==> src/rtl/muldiv_unit.sv <==
// Iterative MIPS multiply/divide unit with HI/LO registers.
// One shift-add or restoring-divide step per cycle, then a sign-fix cycle.
module muldiv_unit #(
    parameter int DWIDTH = 32
) (
    input  logic              clk,
    input  logic              rst,
    input  logic              start,
    input  logic [1:0]        op,
    input  logic [DWIDTH-1:0] a,
    input  logic [DWIDTH-1:0] b,
    input  logic              hi_we,
    input  logic              lo_we,
    input  logic [DWIDTH-1:0] wdata,
    output logic              busy,
    output logic              done,
    output logic [DWIDTH-1:0] hi,
    output logic [DWIDTH-1:0] lo
);

    localparam int W  = DWIDTH;
    localparam int CW = (W > 1) ? $clog2(W) : 1;
    localparam logic [CW-1:0] LAST = CW'(W - 1);

    typedef enum logic [1:0] {
        S_IDLE,
        S_CALC,
        S_FIX
    } state_t;

    state_t        state;
    state_t        state_nxt;
    logic          busy_nxt;
    logic          done_nxt;

    logic [CW-1:0] count;
    logic          is_div;
    logic          neg_a;
    logic          neg_b;
    logic          div_zero;
    logic [W-1:0]  mcand;
    logic [W-1:0]  acc_hi;
    logic [W-1:0]  acc_lo;

    logic          op_signed;
    logic [W-1:0]  abs_a;
    logic [W-1:0]  abs_b;

    logic [W:0]    mul_sum;
    logic [W-1:0]  mul_hi;
    logic [W-1:0]  mul_lo;

    logic [W:0]    div_sh;
    logic [W+1:0]  div_diff;
    logic          div_ok;
    logic [W-1:0]  div_hi;
    logic [W-1:0]  div_lo;

    logic            neg_res;
    logic [2*W-1:0]  prod;
    logic [2*W-1:0]  prod_fix;
    logic [W-1:0]    q_fix;
    logic [W-1:0]    r_fix;
    logic [W-1:0]    res_hi;
    logic [W-1:0]    res_lo;

    // Signed ops iterate on magnitudes; unsigned ops pass operands through.
    assign op_signed = ~op[0];
    assign abs_a = (op_signed && a[W-1]) ? -a : a;
    assign abs_b = (op_signed && b[W-1]) ? -b : b;

    // Multiply step: add multiplicand into upper half on LSB, shift right.
    assign mul_sum = {1'b0, acc_hi}
                   + (acc_lo[0] ? {1'b0, mcand} : '0);
    assign mul_hi  = mul_sum[W:1];
    assign mul_lo  = {mul_sum[0], acc_lo[W-1:1]};

    // Divide step: shift in next dividend bit, subtract if it fits.
    assign div_sh   = {acc_hi, acc_lo[W-1]};
    assign div_diff = {1'b0, div_sh} - {2'b00, mcand};
    assign div_ok   = ~div_diff[W+1];
    assign div_hi   = div_ok ? div_diff[W-1:0] : div_sh[W-1:0];
    assign div_lo   = {acc_lo[W-2:0], div_ok};

    // Sign correction applied in the FIX cycle.
    assign neg_res  = neg_a ^ neg_b;
    assign prod     = {acc_hi, acc_lo};
    assign prod_fix = neg_res ? -prod : prod;
    assign q_fix    = div_zero ? '1 : (neg_res ? -acc_lo : acc_lo);
    assign r_fix    = neg_a ? -acc_hi : acc_hi;
    assign res_hi   = is_div ? r_fix : prod_fix[2*W-1:W];
    assign res_lo   = is_div ? q_fix : prod_fix[W-1:0];

    // State, busy and done registers.
    always_ff @(posedge clk or posedge rst) begin
        if (rst) begin
            state <= S_IDLE;
            busy  <= 1'b0;
            done  <= 1'b0;
        end else begin
            state <= state_nxt;
            busy  <= busy_nxt;
            done  <= done_nxt;
        end
    end

    // Next-state logic for IDLE -> CALC -> FIX -> IDLE.
    always_comb begin
        state_nxt = state;
        busy_nxt  = busy;
        done_nxt  = 1'b0;
        unique case (state)
            S_IDLE: begin
                if (start) begin
                    state_nxt = S_CALC;
                    busy_nxt  = 1'b1;
                end
            end
            S_CALC: begin
                if (count == LAST) begin
                    state_nxt = S_FIX;
                end
            end
            S_FIX: begin
                state_nxt = S_IDLE;
                busy_nxt  = 1'b0;
                done_nxt  = 1'b1;
            end
            default: begin
                state_nxt = S_IDLE;
                busy_nxt  = 1'b0;
            end
        endcase
    end

    // Operand capture at start and one iteration per CALC cycle.
    always_ff @(posedge clk or posedge rst) begin
        if (rst) begin
            count    <= '0;
            is_div   <= 1'b0;
            neg_a    <= 1'b0;
            neg_b    <= 1'b0;
            div_zero <= 1'b0;
            mcand    <= '0;
            acc_hi   <= '0;
            acc_lo   <= '0;
        end else begin
            unique case (state)
                S_IDLE: begin
                    if (start) begin
                        count    <= '0;
                        is_div   <= op[1];
                        neg_a    <= op_signed & a[W-1];
                        neg_b    <= op_signed & b[W-1];
                        div_zero <= (b == '0);
                        mcand    <= abs_b;
                        acc_hi   <= '0;
                        acc_lo   <= abs_a;
                    end
                end
                S_CALC: begin
                    count <= count + CW'(1);
                    if (is_div) begin
                        acc_hi <= div_hi;
                        acc_lo <= div_lo;
                    end else begin
                        acc_hi <= mul_hi;
                        acc_lo <= mul_lo;
                    end
                end
                default: begin
                end
            endcase
        end
    end

    // HI/LO: result write in FIX, MTHI/MTLO honoured only in IDLE.
    always_ff @(posedge clk or posedge rst) begin
        if (rst) begin
            hi <= '0;
            lo <= '0;
        end else if (state == S_FIX) begin
            hi <= res_hi;
            lo <= res_lo;
        end else if (state == S_IDLE) begin
            if (hi_we) hi <= wdata;
            if (lo_we) lo <= wdata;
        end
    end

endmodule

==> config.mk <==
export PLATFORM = sky130hd
export DESIGN_NAME = muldiv_unit
export DESIGN_NICKNAME = d
export VERILOG_FILES = /design/src/rtl/muldiv_unit.sv
export SDC_FILE = /design/constraint.sdc
export NUM_CORES = 1
export LEC_CHECK = 0
export CORE_MARGIN = 2
export CORE_UTILIZATION = 59
export CTS_BUF_LIST = sky130_fd_sc_hd__clkbuf_8
export CTS_CLUSTER_DIAMETER = 50
export DETAILED_ROUTE_END_ITERATION = 16
export GPL_TIMING_DRIVEN = 0
export HOLD_SLACK_MARGIN = 0.02
export PLACE_DENSITY = 0.87
export SYNTH_ARGS = -nofsm -noshare
export SYNTH_HDL_FRONTEND = slang
export SYNTH_SLANG_ARGS = --single-unit
==> constraint.sdc <==
create_clock -name clk -period 7 [get_ports clk]
set_clock_uncertainty 0.2 [all_clocks]
set_input_delay 1.75 -clock clk [delete_from_list [all_inputs] [get_ports clk]]
set_output_delay 1.75 -clock clk [all_outputs]
set_load 0.05 [all_outputs]
==> flow_metrics.env <==
export IMPL_insertion_delay_ps=490
export IMPL_grt_max_degree=123
export IMPL_multiInputGateArea_um2=9230
export IMPL_crit_slowest_cell="a211oi_1"
export IMPL_cap_violations=0
export IMPL_initial_core_util=0.604
export IMPL_drv_slew=0
export IMPL_slowest_delay_ps=610
export IMPL_setup_viol=0
export IMPL_synthesis_area_um2=14300
export IMPL_ctsLongestPathBuffers=2
export IMPL_synth_top_cell_by_area="dfrtp_1"
export IMPL_cts_tree="yes"
export IMPL_grt_usage=0.376
export IMPL_drt_antenna_violating_nets=0
export IMPL_first_global_vias=14300
export IMPL_synth_edf_count=0
export IMPL_ctsHoldBuffers=0
export IMPL_register_area_um2=4330
export IMPL_wl_um=48400
export IMPL_worst_hold_slack_ps=288
export IMPL_core_rowCount=56
export IMPL_drt_iter0_markers=1681
export IMPL_drtPass1Iterations=6
export IMPL_crit_type="flip-flop to flip-flop"
export IMPL_relSlewSlack=0.364
export IMPL_crit_buf_inv=3
export IMPL_cts_sinks=173
export IMPL_fmax_mhz=210
export IMPL_synth_seq_cells=173
export IMPL_fp_coreArea_um2=23600
export IMPL_htreeDepth=4
export IMPL_layout_worst_path_cycle_share=0.681
export IMPL_post_cts_setup_buffers=0
export IMPL_place_area_um2=16400
export IMPL_crit_arrival_ps=4940
export IMPL_num_io_pins=169
export IMPL_synth_area_per_cell_um2=7.79
export IMPL_cts_buffers=17
export IMPL_finalWeightedCongestion=0.972
export IMPL_synth_warnings=0
export IMPL_worst_pin_slew_ps=946
export IMPL_crit_path_cell_trace="inv_1 -> buf_1 -> nor2_1 -> ha_1 -> clkbuf_1 -> nand4_1 -> or4_1 -> nand2_1 -> o31a_1 -> o21ai_0 -> a211oi_1 -> a41oi_1 -> xnor2_1 -> a221o_1"
export IMPL_routedWlPerCell_um=20.6
export IMPL_nets=2195
export IMPL_crit_path_max_fanout=10
export IMPL_area_growth_pct=17.7
export IMPL_gr_total_overflow=0
export IMPL_die_w_um=160
export IMPL_cpLargestDelayFamily="compound AO/OA/AOI/OAI gates"
export IMPL_die_h_um=160
export IMPL_tns_ps=0
export IMPL_vias=15200
export IMPL_grt_pass1_wl_um=76500
export IMPL_diodes=0
export IMPL_required_ps=7170
export IMPL_fin_area_um2=16800
export IMPL_layout_cells_non_filler=2352
export IMPL_netlist_area_leader_share=0.303
export IMPL_clk_pin_slew_ps=110
export IMPL_ctsResizeCount=0
export IMPL_io_buffers=168
export IMPL_status="completed"
export IMPL_yosys_cell_types_count=73
export IMPL_drive_above_1_share=0.0330
export IMPL_postSynthCellCount=1832
export IMPL_numPlacedInstances=2320
export IMPL_worstSetupEndpointType="flip-flop"
export IMPL_via_per_inst=6.47
export IMPL_place_hpwl_um=38500
export IMPL_async_flop_share=1.00
export IMPL_finalHoldViolations=0
export IMPL_syn_nets=2007
export IMPL_ys_seq_area_frac=0.303
export IMPL_start_kind="flip-flop"
export IMPL_drcViolationCount=0
export IMPL_hold_path_class="flip-flop to flip-flop"
export IMPL_synthTopCellsByArea="dfrtp_1 (30%), o21ai_0 (8.5%), xnor2_1 (6.3%), nand2_1 (6.2%), ha_1 (6.1%)"
export IMPL_clock_tree_root_cell="clkbuf_8"
export IMPL_antenna_found_initial=0
export IMPL_n_fill_cell=1975
export IMPL_fp_dieArea_um2=25500
export IMPL_ys_flop_type="dfrtp_1"
export IMPL_min_period_ps=4760
export IMPL_rsz0062_at_grt="no"
==> Yosys cell counts (all sizes together) (21+ instances only) <==
library cell and n:
a21o 35, a21oi 133, buf 21, clkbuf 91, dfrtp 173, ha 70, inv 73, mux2i 38
nand2 235, nand3 32, nor2 130, nor3 46, o21ai 250, o22ai 38, o31ai 21, xnor2 102
xor2 65
==> final timing paths <==
path	from	to	slack [ps]	cells past startpoint
worst max-delay path	acc_lo[0]$_DFFE_PP0P_	acc_hi[26]$_DFFE_PP0P_	2240	14
worst min-delay path	mcand[5]$_DFFE_PP0P_	mcand[5]$_DFFE_PP0P_	290	2
worst max register to register	acc_lo[0]$_DFFE_PP0P_	acc_hi[26]$_DFFE_PP0P_	2240	14
worst min register to register	mcand[5]$_DFFE_PP0P_	mcand[5]$_DFFE_PP0P_	290	2
max in group asynchronous	rst	acc_lo[18]$_DFFE_PP0P_	4210	3
min in group asynchronous	rst	done$_DFF_PP0_	1440	2
==> worst min-delay path, delay by kind of cell (launching register included) <==
| kind | cells | cell delay (ps) |
|---|---|---|
| DFF | 1 | 360 |
| AOI/OAI and AO/OA | 1 | 60 |
| and+or+nand+nor | 1 | 50 |
==> per-layer routing <==
metal | share of wire | up-vias | global-route usage
li1 | - | 6972 | -
met1 | 0.41 | 7089 | 0.510
met2 | 0.44 | 993 | 0.592
met3 | 0.11 | 171 | 0.0732
met4 | 0.041 | 0 | 0.149
met5 | 0 | - | 0
==> per-stage QoR <==
step,setup slack [ps],utilization
2_1_floorplan,362,-
3_3_place_gp,-1820,0.693
3_5_place_dp,1940,0.694
4_1_cts,2380,0.711
5_1_grt,2050,0.711
6_report,2240,0.711
==> logic make-up (layout without fill, tap and decap cells) <==
family,Yosys count,count (layout),share of synthesized area
simple gates,575,575,0.188
flops,173,173,0.303
compound gates,619,619,0.264
fa+ha+maj,72,72,0.0642
buf+inv,186,387,0.0501
xor+xnor,167,167,0.102
mux,40,40,0.0282
==> final cells by class <==
type                       count  share of cell area
buffer                       112              0.0260
clock buffer                  17              0.0139
clock inverter                15              0.0101
inverter                      74              0.0170
multi-input combinational   1473               0.550
sequential                   173               0.258
tap                          319              0.0238
timing repair buffer         169               0.102
==> flip-flops by register name, summed over array words and instances (netlist names) <==
| name | flops |
|---|---|
| neg_b | 1 |
| acc_lo | 32 |
| neg_a | 1 |
| div_zero | 1 |
| hi | 32 |
| acc_hi | 32 |
| count | 5 |
| mcand | 32 |
| busy | 1 |
| done | 1 |
| is_div | 1 |
| lo | 32 |
| state | 2 |
==> layout by cell type (no fill, tap or decap), types with 16 or more instances in the layout <==
| cell type | n |
|---|---|
| inv_1 | 72 |
| or3_1 | 20 |
| nand2b_1 | 17 |
| dfrtp_1 | 173 |
| a22oi_1 | 17 |
| nor2_1 | 130 |
| nand2_1 | 235 |
| o22ai_1 | 38 |
| o21ai_0 | 243 |
| a211oi_1 | 16 |
| nor3_1 | 46 |
| nand3_1 | 32 |
| o31ai_1 | 21 |
| a21oi_1 | 133 |
| xnor2_1 | 102 |
| clkbuf_8 | 17 |
| clkdlybuf4s50_1 | 168 |
| ha_1 | 70 |
| clkbuf_1 | 90 |
| a21o_1 | 35 |
| xor2_1 | 65 |
| mux2i_1 | 38 |
Power is not shown: default switching activity piles up to over one toggle a cycle in this logic, so the estimate is an artifact.
